===== src/rtl/mole_game_ctrl.sv =====
`default_nettype none
// ============================================================================
// mole_game_ctrl : whack-a-mole round controller (levels, timing, scoring)
// Optional: MOLE_GAME_MISS_PENALTY_EN enables the miss penalty.  Rev 1.0
// ============================================================================
module mole_game_ctrl #(
  parameter int N_MOLES     = 4,
  parameter int SCORE_W     = 10,
  parameter int CLK_PER_MS  = 50000,
  parameter int EASY_MS     = 1500,
  parameter int HARD_MS     = 800,
  parameter int HELL_MS     = 400,
  parameter int GAP_MS      = 300,
  parameter int ROUND_MOLES = 20,
  parameter int HIT_PTS     = 5,
  parameter int MISS_PTS    = 2
) (
  input  logic               clk,
  input  logic               rst,
  input  logic               level_btn,
  input  logic               start,
  input  logic [N_MOLES-1:0] switches,
  output logic [N_MOLES-1:0] mole_leds,
  output logic [SCORE_W-1:0] score,
  output logic [1:0]         level,
  output logic               game_active
);

  localparam int PRE_W = (CLK_PER_MS > 1) ? $clog2(CLK_PER_MS) : 1;
  localparam int MS_W  = 16;
  localparam int IDX_W = $clog2(N_MOLES);
  localparam int CNT_W = $clog2(ROUND_MOLES + 1);
  localparam int SUM_W = SCORE_W + 5;
  localparam logic [15:0] LFSR_SEED = 16'hACE1;

  typedef enum logic [1:0] {
    IDLE = 2'd0,
    SHOW = 2'd1,
    GAP  = 2'd2,
    DONE = 2'd3
  } state_t;

  state_t             state;
  logic [2:0]         lvl_sync;
  logic [2:0]         start_sync;
  logic [N_MOLES-1:0] sw_s1, sw_s2, sw_s3;
  logic [PRE_W-1:0]   pre_cnt;
  logic [15:0]        lfsr;
  logic [MS_W-1:0]    ms_cnt;
  logic [MS_W-1:0]    up_ms;
  logic [CNT_W-1:0]   mole_cnt;

  logic               lvl_rise;
  logic               start_rise;
  logic [N_MOLES-1:0] toggles;
  logic               tick;
  logic               hit;
  logic               show_end;
  logic               last_mole;
  logic [IDX_W-1:0]   mole_idx;
  logic [4:0]         hit_n;
  logic [SUM_W-1:0]   sum;
  logic [SCORE_W-1:0] next_score;
`ifdef MOLE_GAME_MISS_PENALTY_EN
  logic [4:0]         miss_n;
`endif

  // sync[0..1] are the synchroniser, sync[2] the edge-detect history flop
  always_ff @(posedge clk or posedge rst) begin
    if (rst) begin
      lvl_sync   <= '0;
      start_sync <= '0;
      sw_s1      <= '0;
      sw_s2      <= '0;
      sw_s3      <= '0;
    end else begin
      lvl_sync   <= {lvl_sync[1:0], level_btn};
      start_sync <= {start_sync[1:0], start};
      sw_s1      <= switches;
      sw_s2      <= sw_s1;
      sw_s3      <= sw_s2;
    end
  end

  assign lvl_rise   = lvl_sync[1] & ~lvl_sync[2];
  assign start_rise = start_sync[1] & ~start_sync[2];
  assign toggles    = sw_s2 ^ sw_s3;

  always_ff @(posedge clk or posedge rst) begin
    if (rst) begin
      pre_cnt <= '0;
    end else if (tick) begin
      pre_cnt <= '0;
    end else begin
      pre_cnt <= pre_cnt + 1'b1;
    end
  end

  assign tick = (pre_cnt == PRE_W'(CLK_PER_MS - 1));

  always_ff @(posedge clk or posedge rst) begin
    if (rst) begin
      lfsr <= LFSR_SEED;
    end else if (lfsr == 16'd0) begin
      lfsr <= LFSR_SEED;
    end else begin
      lfsr <= {lfsr[14:0], lfsr[15] ^ lfsr[13] ^ lfsr[12] ^ lfsr[10]};
    end
  end

  assign mole_idx  = IDX_W'(lfsr % 16'(N_MOLES));
  assign hit       = (state == SHOW) && ((toggles & mole_leds) != '0);
  assign show_end  = hit || (tick && (ms_cnt == up_ms - 1'b1));
  assign last_mole = (mole_cnt == CNT_W'(ROUND_MOLES));

  // Score arithmetic is signed in spirit: a set MSB of sum means below zero
  always_comb begin
    hit_n = '0;
`ifdef MOLE_GAME_MISS_PENALTY_EN
    miss_n = '0;
`endif
    for (int i = 0; i < N_MOLES; i++) begin
      if (toggles[i]) begin
        if ((state == SHOW) && mole_leds[i]) begin
          hit_n = hit_n + 5'd1;
        end
`ifdef MOLE_GAME_MISS_PENALTY_EN
        else begin
          miss_n = miss_n + 5'd1;
        end
`endif
      end
    end
    sum = SUM_W'(score) + SUM_W'(hit_n) * SUM_W'(HIT_PTS);
`ifdef MOLE_GAME_MISS_PENALTY_EN
    sum = sum - SUM_W'(miss_n) * SUM_W'(MISS_PTS);
`endif
    if (sum[SUM_W-1]) begin
      next_score = '0;
    end else if (sum > SUM_W'({SCORE_W{1'b1}})) begin
      next_score = '1;
    end else begin
      next_score = sum[SCORE_W-1:0];
    end
  end

  always_ff @(posedge clk or posedge rst) begin
    if (rst) begin
      state       <= IDLE;
      level       <= 2'd0;
      score       <= '0;
      mole_leds   <= '0;
      game_active <= 1'b0;
      ms_cnt      <= '0;
      up_ms       <= '0;
      mole_cnt    <= '0;
    end else begin
      if (level == 2'd3) begin
        level <= 2'd0;
      end else if ((state == IDLE) && lvl_rise) begin
        level <= (level == 2'd2) ? 2'd0 : level + 2'd1;
      end

      case (state)
        IDLE: begin
          mole_leds   <= '0;
          game_active <= 1'b0;
          if (start_rise) begin
            score       <= '0;
            mole_cnt    <= '0;
            ms_cnt      <= '0;
            game_active <= 1'b1;
            state       <= GAP;
            case (level)
              2'd1:    up_ms <= MS_W'(HARD_MS);
              2'd2:    up_ms <= MS_W'(HELL_MS);
              default: up_ms <= MS_W'(EASY_MS);
            endcase
          end
        end
        GAP: begin
          score     <= next_score;
          mole_leds <= '0;
          if (tick) begin
            if (ms_cnt == MS_W'(GAP_MS - 1)) begin
              ms_cnt    <= '0;
              mole_cnt  <= mole_cnt + 1'b1;
              mole_leds <= N_MOLES'(1) << mole_idx;
              state     <= SHOW;
            end else begin
              ms_cnt <= ms_cnt + 1'b1;
            end
          end
        end
        SHOW: begin
          score <= next_score;
          if (show_end) begin
            ms_cnt    <= '0;
            mole_leds <= '0;
            if (last_mole) begin
              game_active <= 1'b0;
              state       <= DONE;
            end else begin
              state <= GAP;
            end
          end else if (tick) begin
            ms_cnt <= ms_cnt + 1'b1;
          end
        end
        DONE: begin
          mole_leds   <= '0;
          game_active <= 1'b0;
          if (start_rise) begin
            state <= IDLE;
          end
        end
        default: begin
          state       <= IDLE;
          mole_leds   <= '0;
          game_active <= 1'b0;
        end
      endcase
    end
  end

endmodule
`default_nettype wire


===== config.mk =====
export PLATFORM = sky130hd
export DESIGN_NAME = mole_game_ctrl
export DESIGN_NICKNAME = d
export VERILOG_FILES = /design/src/rtl/mole_game_ctrl.sv
export SDC_FILE = /design/constraint.sdc
export NUM_CORES = 1
export LEC_CHECK = 0
export BUFFER_PORTS_ARGS = -buffer_cell sky130_fd_sc_hd__clkbuf_2
export CAP_MARGIN = 40
export CORE_AREA = 2 2 114 116
export DETAILED_ROUTE_END_ITERATION = 10
export DIE_AREA = 0 0 116 118
export PLACE_DENSITY = 0.54
export SETUP_SLACK_MARGIN = 0.3
export SLEW_MARGIN = 20
export SYNTH_ARGS = -nofsm -noshare
export SYNTH_HDL_FRONTEND = slang
export SYNTH_SLANG_ARGS = --single-unit

===== constraint.sdc =====
create_clock -name clk -period 6.5 [get_ports clk]
set_input_delay 0 -clock clk [delete_from_list [all_inputs] [get_ports clk]]
set_output_delay 0 -clock clk [all_outputs]
set_load 0.02 [all_outputs]

# Word level (Yosys, flattened, before mapping)
# Cells that the tools add are included.
[word_totals] register_bits=106 inputBits=8 out_inout_bits=17
[classes] addsub=9 n_mul=1 magnitude_cmp=1 n_eq_ne=17 n_shift=1 mux=43 n_bitwise=9 n_reduce_logical=24
[ops] cell="2-to-1 mux 16 bit" n=7
[ops] cell="case mux 16 bit (3 select lines)" n=1
[ops] cell="2-to-1 mux 5 bit" n=9
[ops] cell="adder 16 x 1 -> 16 bit (second input constant)" n=2
[ops] cell="2-to-1 mux 10 bit" n=3
[ops] cell="case mux 11 bit (2 select lines)" n=1
[ops] cell="adder 5 x 1 -> 5 bit (second input constant)" n=4
[ops] cell="case mux 10 bit (2 select lines)" n=1
[ops] cell="== test 16 bit" n=1
[ops] cell="== test 16 bit (second input constant)" n=1
[ops] cell="== test 16 x 9 -> 1 bit (second input constant)" n=1
[ops] cell="zero test 16 bit" n=1
[ops] cell="2-to-1 mux 2 bit" n=8
[ops] cell="subtractor 16 x 1 -> 16 bit (second input constant)" n=1
[ops] cell="2-to-1 mux 4 bit" n=3
[ops] cell="inequality test 2 bit (second input constant)" n=6
[ops] cell="case mux 4 bit (3 select lines)" n=1
[ops] cell="adder 10 x 8 -> 11 bit" n=1
[ops] cell="> comparator 11 x 10 -> 1 bit (second input constant)" n=1
[ops] cell="case mux 5 bit (2 select lines)" n=1
[ops] cell="== test 2 bit (second input constant)" n=4
[ops] cell="multiplier 5 x 3 -> 8 bit (second input constant)" n=1
[ops] cell="case mux 2 bit (4 select lines)" n=1
[ops] cell="AND reduction 4 bit" n=2
[ops] cell="22 further kinds" n=43

# Longest topological paths before layout
# Gate-level depths: netlist (run 1).
[logic_depth] depth_word=19 ltp_mapped=21

# Least setup slack after synthesis (run 1)
# OpenSTA, ideal clock, no wires.
[synth_path] path_type="register -> register" from="reg state[1]" to="reg score[9]" setup_time_ps=66 arrival_time_ps=4740 t_required_ps=6434 slack_ps=1694 path_stages_with_launch=21 path_buffers=1 period_less_slack_ps=4806 cell_sequence="dfrtp_1 -> inv_1 -> ha_1 -> clkbuf_1 -> and3_1 -> ha_1 -> mux2_2 -> ha_1 -> mux2_2 -> ha_1 -> mux2_2 -> ha_1 -> fa_1 -> ha_1 -> a21o_1 -> a21oi_1 -> o21bai_1 -> a21oi_1 -> nor2_1 -> a21oi_1 -> o22a_1"
[synth_between] elab_chain_cells=19
[synth_lines] element="start: declaration" line="43" source="state_t state;"
[synth_lines] element="start signal: assignment" line="149" source="state <= IDLE;"
[synth_lines] element="start signal: assignment" line="173" source="state <= GAP;"
[synth_lines] element="start signal: assignment" line="189" source="state <= SHOW;"
[synth_lines] element="== test 2 x 1 -> 1 bit" line="124, 164"
[synth_lines] element="logical AND 1 bit" line="124" source="if ((state == SHOW) && mole_leds[i]) begin"
[synth_lines] element="2-to-1 mux 1 bit" line="124"
[synth_lines] element="2-to-1 mux 1 bit" line="123" source="if (toggles[i]) begin"
[synth_lines] element="adder 5 x 1 -> 5 bit" line="125" source="hit_n = hit_n + 5'd1;"
[synth_lines] element="2-to-1 mux 5 bit" line="124"
[synth_lines] element="2-to-1 mux 5 bit" line="123"
[synth_lines] element="adder 5 x 1 -> 5 bit" line="125"
[synth_lines] element="(+3 left out)"
[synth_lines] element="2-to-1 mux 5 bit" line="124"
[synth_lines] element="2-to-1 mux 5 bit" line="123"
[synth_lines] element="multiplier 5 x 3 -> 8 bit" line="134" source="sum = SUM_W'(score) + SUM_W'(hit_n) * SUM_W'(HIT_PTS);"
[synth_lines] element="adder 10 x 8 -> 11 bit" line="134"
[synth_lines] element="> comparator 11 x 10 -> 1 bit" line="140" source="end else if (sum > SUM_W'({SCORE_W{1'b1}})) begin"
[synth_lines] element="2-to-1 mux 10 bit" line="140"
[synth_lines] element="2-to-1 mux 10 bit" line="138" source="if (sum[SUM_W-1]) begin"
[synth_lines] element="case mux 10 bit (2 select lines)" line="164" source="case (state)"
[synth_lines] element="end signal: assignment" line="182" source="score <= next_score;"
[synth_lines] element="end signal: assignment" line="196" source="score <= next_score;"
[synth_lines] element="end: declaration" line="24" source="output logic [SCORE_W-1:0] score,"
# Parallel ways exist; a longest one is shown, timed or not.
# A chain may end at the register's enable or synchronous reset.

# Worst setup path after layout (run 1)
[layout_path] from="reg state[1]" to="reg score[3]"
# Same word-level chain as after synthesis.

==> impl_metrics.py, run 1 <==
metrics = {
    "pwr": {
        "p_leak_nw": 2.63,
        "p_clk_frac": 0.310,
        "switchingPower_uw": 617,
        "p_total_mw": 1.70,
        "ir_worst_vdd_mv": 0.258,
        "p_per_area_nw_per_um2": 299,
        "comb_power_share": 0.297,
        "pwr-share-seq": 0.393,
        "switching_share": 0.364,
        "intPower_mw": 1.08,
    },
    "cts": {
        "tritoncts": "done",
        "cts_buffers": 9,
        "htreeDepth": 3,
        "cts_resized": 0,
        "clk_pin_slew_ns": 0.07,
        "cts-root-buf": "clkbuf_16",
        "clkLatencyLatePin_ns": 0.35,
        "post_cts_buffers": 0,
        "cts.sinks": 94,
        "clockBufferDepth": 2,
    },
    "final_layout": {
        "fillers": 1165,
        "drive_above_1_share": 0.141,
        "multi_input_area_um2": 2480,
        "design_area_um2": 5680,
        "area_growth_pct": 13.6,
        "regArea_um2": 2360,
        "nets": 556,
        "final_util": 0.457,
        "n_antenna_cell": 0,
    },
    "logic_synthesis": {
        "async_flop_share": 1.00,
        "syn_area_um2": 5000,
        "synth.area.top_cells": "dfrtp_1, ha_1, dfstp_2, o21ai_0, xor2_1",
        "synth_nets": 531,
        "ys_ff_latch": 94,
        "synth_cells": 489,
        "synth.top_cell.area_share": 0.431,
        "ys.flop_type": "dfrtp_1",
        "synth-edff-count": 0,
        "ys_warn_count": 0,
        "synth_cell_types": 61,
        "synth_top_area_cell": "dfrtp_1",
        "ys_seq_area_frac": 0.473,
        "avgSynthCellArea_um2": 10.2,
    },
    "timing": {
        "final-hold-violation-count": 0,
        "min_period_ns": 5.25,
        "fin_skew_ns": 0.00697,
        "worstMarginPinSlew_ns": 0.637,
        "drv_slew": 0,
        "fin_setup_tns_ns": 0,
        "fin_crit_sh": 0.808,
        "grt_setup_unrepaired": "false",
        "worst_slack_ns": 1.25,
        "fmax_mhz": 190,
        "finalSetupViolCount": 0,
        "relSlewSlack": 0.572,
    },
    "floorplanning": {
        "num_rows": 41,
        "die_x_um": 116,
        "dieHeight_um": 118,
        "start_util": 0.402,
        "die-area_um2": 13700,
        "io_pins": 25,
        "core-area_um2": 12400,
    },
    "placed_design": {
        "port_buffers": 24,
        "dpl_cell_area_um2": 5260,
        "preCtsSetupSlack_ns": 1.27,
        "gp_congestion": 0.819,
        "dp_hpwl_um": 7080,
    },
    "grt": {
        "antenna_found_initial": 0,
        "track_usage": 0.162,
        "grt_remaining_overflow": 0,
        "grt_first_pass_wirelength_um": 17700,
        "grt_pass1_vias": 3620,
        "grt_max_degree": 66,
    },
    "critical_path": {
        "worst-path-max-fanout": 10,
        "cp-start-kind": "register",
        "required_ns": 6.76,
        "cp-end-kind": "register",
        "crit_arrival_ns": 5.52,
        "crit_type": "register to register",
    },
    "route": {
        "final_antenna_net_count": 0,
        "viasPerCell": 5.20,
        "wire_per_inst_um": 14.3,
        "vias": 3592,
        "drcViolationCount": 0,
        "firstDrtPassIters": 4,
        "drtIter0Drc": 204,
        "postRouteWirelength_um": 9910,
    },
    "hold_path": {
        "hold_class": "primary input to async pin",
    },
    "flow_run": {
        "cap_viol_max_count": 0,
    },
    "run_status": {
        "status": "finished clean",
    },
}
layer usage:
layer	global-route usage	share of wire
met4	0.0632	0.017
met1	0.224	0.49
met5	0	0
met3	0.0402	0.032
met2	0.243	0.46
metrics by stage:
step	hold slack, ns	cells
finish	0.163	691
global route	0.202	691
CTS	0.179	688
detailed placement	0.0100	665
global placement	0.00975	664
floorplan	0.0314	489
cells in the final DEF (no fill, tap or decap), drive strengths merged, types with 7 or more instances in the layout:
cell	instances
dfstp	8
a21oi	7
nand2	43
dlygate4sd3	7
nor2b	9
nor2	36
clkbuf	34
nand3	17
o21ai	39
inv	19
and3	14
and2	10
nor4	8
xnor2	15
ha	31
dfrtp	86
xor2	19
nand2b	11
a22o	13
nor3	12
mux2	7
critical path: stages, from the launching register on:
cell	delay, ns
dfrtp_1	0.43
inv_1	0.14
ha_1	0.36
and3_1	0.23
ha_1	0.23
mux2_2	0.30
ha_1	0.30
mux2_2	0.28
ha_1	0.27
mux2_2	0.29
ha_1	0.30
fa_1	0.46
ha_1	0.34
a21oi_1	0.10
o21bai_1	0.22
a31oi_1	0.19
nor2_1	0.45
nor2_1	0.09
o21ai_0	0.17
kinds of logic after synthesis:
logic type / share of synthesized area
AND/OR/NAND/NOR: 0.203
flip-flops: 0.473
AO/OA/AOI/OAI: 0.127
multiplexers: 0.0178
adder cells (fa/ha/maj): 0.0897
buffers and inverters: 0.0301
XOR/XNOR: 0.0596
repair_timing:
action	in CTS	in global routing
setup endpoints to repair	0	0
hold buffers	7	0
hold endpoints to repair	35	0
cell type report:
cell class / count / share of cell area
well taps: 172 / 0.0379
clock buffers: 9 / 0.0397
flip-flops and latches: 94 / 0.416
clock inverters: 7 / 0.0134
multi-input cells: 356 / 0.437
inverters: 16 / 0.0110
repair buffers: 37 / 0.0445
flip-flops by register name (all words and copies together) (netlist names):
name,flops
lfsr,16
ms_cnt,16
pre_cnt,16
score,10
mole_cnt,5
mole_leds,4
sw_s1,4
sw_s2,4
sw_s3,4
up_ms,4
lvl_sync,3
start_sync,3
level,2
state,2
game_active,1
synth_stat cells (all sizes together), types with 11 or more instances:
master,count
dfrtp,86
nand2,43
o21ai,39
nor2,36
ha,31
clkbuf,20
xor2,19
nand3,17
inv,16
xnor2,15
and3,14
a22o,13
nor3,12
nand2b,11
path summary, 6_finish.rpt:
kind | start | slack, ns | cells after the start | to
worst min-delay path | rst | 0.16 | 3 | lvl_sync[0]
worst max-delay path | state[1] | 1.25 | 18 | score[3]
max in group asynchronous | rst | 5.39 | 5 | lfsr[5]
min in group clk | switches[2] | 0.29 | 2 | sw_s1[2]
worst max register to register | state[1] | 1.25 | 18 | score[3]
worst min register to register | sw_s1[2] | 0.35 | 0 | sw_s2[2]
power by group through the flow:
stage	sequential [mW]	clock, mW	combinational (mW)
finish	0.667	0.526	0.503
global route	0.676	0.571	0.571
CTS	0.667	0.544	0.493
detailed placement	0.679	0	0.487
global placement	0.676	0	0.476
floorplan	0.661	0	0.382
Power figures use the tool's default switching activity.
==> run 2, diff against run 1 <==
--- a/config.mk
+++ b/config.mk
@@ -5,12 +5,13 @@
 export SDC_FILE = /design/constraint.sdc
 export NUM_CORES = 1
 export LEC_CHECK = 0
+export ABC_AREA = 1
 export BUFFER_PORTS_ARGS = -buffer_cell sky130_fd_sc_hd__clkbuf_2
 export CAP_MARGIN = 40
-export CORE_AREA = 2 2 114 116
+export CORE_AREA = 2 2 118 120
 export DETAILED_ROUTE_END_ITERATION = 10
-export DIE_AREA = 0 0 116 118
-export PLACE_DENSITY = 0.54
+export DIE_AREA = 0 0 120 122
+export PLACE_DENSITY = 0.57
 export SETUP_SLACK_MARGIN = 0.3
 export SLEW_MARGIN = 20
 export SYNTH_ARGS = -nofsm -noshare
==> constraint.sdc (replaced) <==
create_clock -name clk -period 4.4 [get_ports clk]
set_input_delay 0 -clock clk [delete_from_list [all_inputs] [get_ports clk]]
set_output_delay 0 -clock clk [all_outputs]
set_load 0.02 [all_outputs]
==> run 2 against run 1 <==
Against the previous run: final cell count increased by 29%; synthesized cell count increased by 36%; sequential share of layout area decreased by 4.9 points; non-clock buffer count increased by 15; setup slack got worse by 1.1 ns; wire length increased by 16%; register-to-register slack got worse by 1.1 ns; via count increased by 20%; critical path depth increased by 7; power increased by 69%; core utilization increased by 1.9 points; critical path type unchanged; highest routed layer unchanged.
==> impl_metrics.py, run 2 <==
metrics = {
    "run_status": {
        "status": "finished clean",
    },
    "logic_synthesis": {
        "synth.area.top_cells": "dfrtp_1, nand2_1, ha_1, inv_1, nor2_1",
        "synth-simple-area-share": 0.270,
        "ys_warn_count": 0,
        "avgSynthCellArea_um2": 8.13,
        "async_flop_share": 1.00,
        "ys_ff_latch": 94,
        "synth_commonest_cells": "nand2_1, dfrtp_1, inv_1",
        "synth.top_cell.area_share": 0.398,
        "syn_area_um2": 5410,
        "synth_top_area_cell": "dfrtp_1",
        "synth_mux_area_frac": 0,
        "synth_cells": 665,
        "synth_top_family_by_area": "simple AND/OR/NAND/NOR gates",
        "synth_cell_types": 44,
        "ys.flop_type": "dfrtp_1",
        "synth-compound-area-share": 0.0893,
        "synth-edff-count": 0,
        "synth_nets": 707,
        "yosysMostFrequentCell": "nand2_1",
        "synth_fa_ha_area_frac": 0.0828,
        "ys_seq_area_frac": 0.437,
        "synth-xor-area-share": 0.0437,
    },
    "route": {
        "wl_met1_um": 5590,
        "postRouteWirelength_um": 11500,
        "firstDrtPassIters": 4,
        "final_antenna_net_count": 0,
        "vias": 4311,
        "viasPerCell": 4.82,
        "wire_per_inst_um": 12.9,
        "top_layer": "met4",
        "drtIter0Drc": 195,
        "dr_wl_met3_um": 260,
        "drcViolationCount": 0,
        "met2_wirelength_um": 5560,
    },
    "final_layout": {
        "n_antenna_cell": 0,
        "area_growth_pct": 19.0,
        "final_common_cell": "nand2_1",
        "layout_common_cells": "nand2_1, dfrtp_1, inv_1, nor2_1, nand3_1",
        "drive_above_1_share": 0.207,
        "reg_top3": "lfsr: 16 flops, ms_cnt: 16 flops, pre_cnt: 16 flops",
        "nets": 751,
        "stdcell_count": 894,
    },
    "critical_path": {
        "cp-start-kind": "register",
        "cp-end-kind": "register",
        "worst-path-max-fanout": 5,
        "crit_slowest_cell": "fa_1",
        "critPathMaxStageDelay_ns": 0.49,
        "cp-startpoint": "sw_s2[0]",
        "required_ns": 4.62,
        "crit_arrival_ns": 4.48,
        "crit_type": "register to register",
        "timing.rr.start": "sw_s2[0]",
        "cp_common_cell": "o21ai_2",
    },
    "cts": {
        "htreeDepth": 3,
        "cts.sinks": 94,
        "tritoncts": "done",
        "clk_pin_slew_ns": 0.07,
        "cts-root-buf": "clkbuf_16",
        "clkLatencyLatePin_ns": 0.35,
        "cts_buffers": 9,
        "clockBufferDepth": 2,
    },
    "timing": {
        "grt_setup_unrepaired": "true",
        "drv_slew": 0,
        "relSlewSlack": 0.465,
        "fin_skew_ns": 0.0119,
        "fin_crit_sh": 0.968,
        "min_period_ns": 4.26,
        "hold_slack_ns": 0.176,
        "fmax_mhz": 235,
        "final-hold-violation-count": 0,
        "finalSetupViolCount": 0,
        "worstMarginPinSlew_ns": 0.799,
    },
    "floorplanning": {
        "die_x_um": 120,
        "core-area_um2": 13500,
        "num_rows": 43,
        "start_util": 0.401,
        "dieHeight_um": 122,
        "die-area_um2": 14600,
        "io_pins": 25,
    },
    "grt": {
        "grt_max_degree": 43,
        "grt_first_pass_wirelength_um": 18900,
        "grt_remaining_overflow": 0,
        "track_usage": 0.161,
        "antenna_found_initial": 0,
        "grt_pass1_vias": 4076,
    },
    "pwr": {
        "ir_worst_vdd_mv": 0.225,
        "p_leak_nw": 3.18,
        "p_per_area_nw_per_um2": 446,
    },
    "placed_design": {
        "dp_cells": 854,
        "dp_hpwl_um": 8200,
        "port_buffers": 24,
        "gp_congestion": 0.854,
    },
    "flow_run": {
        "cap_viol_max_count": 0,
    },
    "hold_path": {
        "hold_class": "primary input to async pin",
    },
}
## run 2: cell count changes in the layout (fill, tap and decap cells not counted), moves of 11 or more
cell / delta
a22o_1: -13
and3_1: -13
buf_4: +16
inv_1: +58
nand2_1: +120
nand2_2: +12
nand2b_1: -11
nand3_1: +21
nand4_1: +12
nor2_1: +25
o21ai_0: -21
o21ai_2: +21
## run 2: area by class of cell
cell class	count	area [um2]
flip-flops and latches	94	2360
repair buffers	52	364
inverters	84	322
well taps	180	225
clock buffers	10	229
clock inverters	6	97.6
fillers	1262	7070
multi-input cells	468	2830
## run 2: final timing paths
check | slack (ns) | endpoint | cells past startpoint
worst max-delay path | 0.14 | score[8] | 25
worst min-delay path | 0.18 | score[0] | 3
worst max register to register | 0.14 | score[8] | 25
worst min register to register | 0.35 | sw_s2[0] | 0
max in group asynchronous | 3.12 | state[0] | 5
min in group clk | 0.29 | start_sync[0] | 2
## run 2: logic make-up (layout without fill, tap and decap cells)
kind of cell / after synthesis / after routing
compound gates: 76 / 76
xor+xnor: 27 / 27
fa+ha+maj: 34 / 34
buf+inv: 103 / 152
flops: 94 / 94
simple gates: 331 / 331
## run 2: timing repair
action / CTS / global route
pin swaps: 12 / 22
endpoints found under the hold margin: 53 / 0
hold buffers: 7 / 0
gates resized for setup: 9 / 36
endpoints found under the setup margin: 10 / 10
setup buffers: 10 / 7
## run 2: routing by layer
metal  track usage  vias to the layer above
li1              -                     2214
met1         0.212                     2045
met2         0.265                       44
met3        0.0337                        8
met4        0.0537                        0
met5             0                        -
## run 2: metrics by stage
step | utilization | instance area (um2) | power, mW | TNS, ns | worst slack, ns
finish | 0.477 | 6430 | 2.87 | 0 | 0.143
CTS | 0.463 | 6250 | 2.88 | 0 | 0.192
global route | 0.477 | 6430 | 3.06 | -0.181 | -0.0449
detailed placement | 0.426 | 5750 | 1.97 | -0.0364 | -0.0156
global placement | 0.424 | 5730 | 1.95 | 0 | 0.123
floorplan | - | 5460 | 1.80 | 0 | 0.276
## run 2: power by group
part           switching (mW)  internal (mW)
logic                   0.701          0.307
clock network           0.356          0.509
registers              0.0738          0.925
total                    1.13           1.74
## run 2: worst max-delay path: cells and delay by family (launching register included)
family | cells | cell delay [ns]
flops | 1 | 0.39
buf+inv | 2 | 0.17
fa+ha+maj | 6 | 1.90
simple gates | 8 | 0.72
compound gates | 8 | 0.82
xor+xnor | 1 | 0.15
==> run 3, diff against run 2 <==
--- a/config.mk
+++ b/config.mk
@@ -11,7 +11,7 @@
 export CORE_AREA = 2 2 118 120
 export DETAILED_ROUTE_END_ITERATION = 10
 export DIE_AREA = 0 0 120 122
-export PLACE_DENSITY = 0.57
+export PLACE_DENSITY = 0.54
 export SETUP_SLACK_MARGIN = 0.3
 export SLEW_MARGIN = 20
 export SYNTH_ARGS = -nofsm -noshare
==> constraint.sdc (replaced) <==
create_clock -name clk -period 4.15 [get_ports clk]
set_input_delay 0 -clock clk [delete_from_list [all_inputs] [get_ports clk]]
set_output_delay 0 -clock clk [all_outputs]
set_load 0.02 [all_outputs]
==> run 3 against run 2 <==
Against the previous run: the run now ends with negative setup slack left; power rose by 3.1%; design area fell by 1.4%; critical endpoint is now score[1]; critical path depth did not move.
==> impl_metrics.py, run 3 (synthesized netlist as in run 2, its figures left out) <==
metrics = {
    "floorplanning": {
        "start_util": 0.401,
        "num_rows": 43,
        "io_pins": 25,
        "die-area_um2": 14600,
        "die_x_um": 120,
        "core-area_um2": 13500,
        "dieHeight_um": 122,
    },
    "final_layout": {
        "fillers": 1329,
        "nets": 753,
        "drive_above_1_share": 0.184,
        "area_growth_pct": 17.3,
        "reg_top3": "lfsr: 16 flops, ms_cnt: 16 flops, pre_cnt: 16 flops",
        "layout_common_cells": "nand2_1, dfrtp_1, inv_1, nor2_1, nand3_1",
        "n_antenna_cell": 0,
        "final_common_cell": "nand2_1",
    },
    "timing": {
        "worst_slack_ns": -0.0171,
        "final-hold-violation-count": 0,
        "relSlewSlack": 0.437,
        "fin_skew_ns": 0.0101,
        "fmax_mhz": 240,
        "finalSetupViolCount": 6,
        "fin_crit_sh": 1.00,
        "min_period_ns": 4.17,
        "worstMarginPinSlew_ns": 0.841,
        "grt_setup_unrepaired": "true",
        "hold_slack_ns": 0.0807,
        "drv_slew": 0,
        "fin_setup_tns_ns": -0.0716,
    },
    "pwr": {
        "p_per_area_nw_per_um2": 466,
        "ir_worst_vdd_mv": 0.286,
        "p_leak_nw": 3.16,
    },
    "grt": {
        "antenna_found_initial": 0,
        "track_usage": 0.168,
        "grt_remaining_overflow": 0,
        "grt_pass1_vias": 4235,
        "grt_first_pass_wirelength_um": 19500,
        "grt_max_degree": 64,
    },
    "cts": {
        "cts.sinks": 94,
        "cts-root-buf": "clkbuf_16",
        "clockBufferDepth": 2,
        "clk_pin_slew_ns": 0.08,
        "clkLatencyLatePin_ns": 0.35,
        "tritoncts": "done",
        "htreeDepth": 3,
        "cts_buffers": 9,
    },
    "critical_path": {
        "cp-start-kind": "register",
        "cp-end-kind": "register",
        "critPathMaxStageDelay_ns": 0.48,
        "worst-path-stages": 25,
        "cp_common_cell": "nand2_1",
        "crit_arrival_ns": 4.46,
        "crit_type": "register to register",
        "worst_r2r_path_depth": 25,
        "required_ns": 4.44,
        "crit_buf_inv": 2,
        "worst-path-max-fanout": 5,
        "cpLargestDelayFamily": "adder cells",
        "crit_slowest_cell": "fa_1",
    },
    "route": {
        "postRouteWirelength_um": 11300,
        "vias": 4289,
        "drcViolationCount": 0,
        "firstDrtPassIters": 6,
        "wire_per_inst_um": 12.7,
        "final_antenna_net_count": 0,
        "drtIter0Drc": 230,
        "viasPerCell": 4.79,
    },
    "run_status": {
        "status": "finished, violations left",
        "violations": "negative setup slack",
    },
    "flow_run": {
        "cap_viol_max_count": 0,
    },
    "placed_design": {
        "gp_congestion": 0.921,
        "port_buffers": 24,
        "preCtsSetupSlack_ns": -0.0982,
        "dp_hpwl_um": 8320,
    },
    "hold_path": {
        "hold_class": "primary input to async pin",
    },
}
-- run 3: cell types whose count changed in the layout (fill, tap and decap cells not counted), moves of 3 or more --
| cell | previous run | this run |
|---|---|---|
| buf_4 | 19 | 22 |
| ha_1 | 24 | 27 |
| nand2_1 | 163 | 173 |
| nand2_2 | 12 | 3 |
| o21ai_1 | 10 | 7 |
-- run 3: timing repair --
| action | CTS | global route |
|---|---|---|
| setup buffers | 4 | 4 |
| hold buffers | 7 | 0 |
| endpoints found under the hold margin | 60 | 0 |
| resized for setup | 12 | 10 |
| setup endpoints to repair | 10 | 10 |
| pin swaps | 15 | 22 |
-- run 3: final cells by class --
cell class | instances | area, um2 | area share
clock buffer | 9 | 225 | 0.0355
clock inverter | 7 | 68.8 | 0.0108
inverter | 84 | 323 | 0.0509
multi-input combinational | 468 | 2760 | 0.435
sequential | 94 | 2360 | 0.372
tap | 180 | 225 | 0.0355
timing repair buffer | 54 | 383 | 0.0603
-- run 3: report_power, final --
part / internal [mW] / leakage (nW) / switching (mW)
sequential: 0.980 / 1.19 / 0.0787
clock: 0.420 / 0.137 / 0.398
combinational: 0.336 / 1.84 / 0.747
-- run 3: worst paths after layout --
| check | from | end | slack [ns] |
|---|---|---|---|
| min in group clk | switches[1] | sw_s1[1] | 0.30 |
| setup / recovery | sw_s2[0] | score[1] | -0.02 |
| setup reg to reg | sw_s2[0] | score[1] | -0.02 |
| hold reg to reg | start_sync[0] | start_sync[1] | 0.35 |
| max in group asynchronous | rst | lfsr[1] | 3.45 |
| hold / removal | rst | ms_cnt[6] | 0.08 |
-- run 3: worst register-to-register path: stages, from the launching register on --
cell and delay, ns:
dfrtp_1 0.40, xor2_1 0.15, nand2_1 0.12, nor2_4 0.13
ha_4 0.22, nand2_4 0.07, o31ai_4 0.06, ha_1 0.29
o21ai_2 0.14, inv_1 0.06, ha_1 0.26, nand2_1 0.08
o21ai_2 0.06, ha_1 0.31, fa_1 0.48, ha_4 0.33
nand2_1 0.05, nor2_1 0.11, a21oi_2 0.08, o21ai_1 0.13
nand2_1 0.09, nor2_2 0.15, nand2_2 0.11, inv_4 0.10
o21ai_2 0.06, nand2_1 0.09
-- run 3: stage by stage --
step	instance area, um2	total power [mW]	instances	utilization
3_5_place_dp	5810	2.12	864	0.430
5_1_grt	6350	3.19	896	0.470
3_3_place_gp	5810	2.12	864	0.430
4_1_cts	6240	2.99	891	0.462
2_1_floorplan	5460	1.91	665	-
6_report	6350	2.96	896	0.470
-- run 3: layer usage --
layer | global-route usage | up-vias | wire length (um)
met5 | 0 | - | 0
met2 | 0.279 | 57 | 5410
met4 | 0.0654 | 0 | 114
met3 | 0.0332 | 7 | 323
met1 | 0.215 | 1993 | 5490
li1 | - | 2232 | -
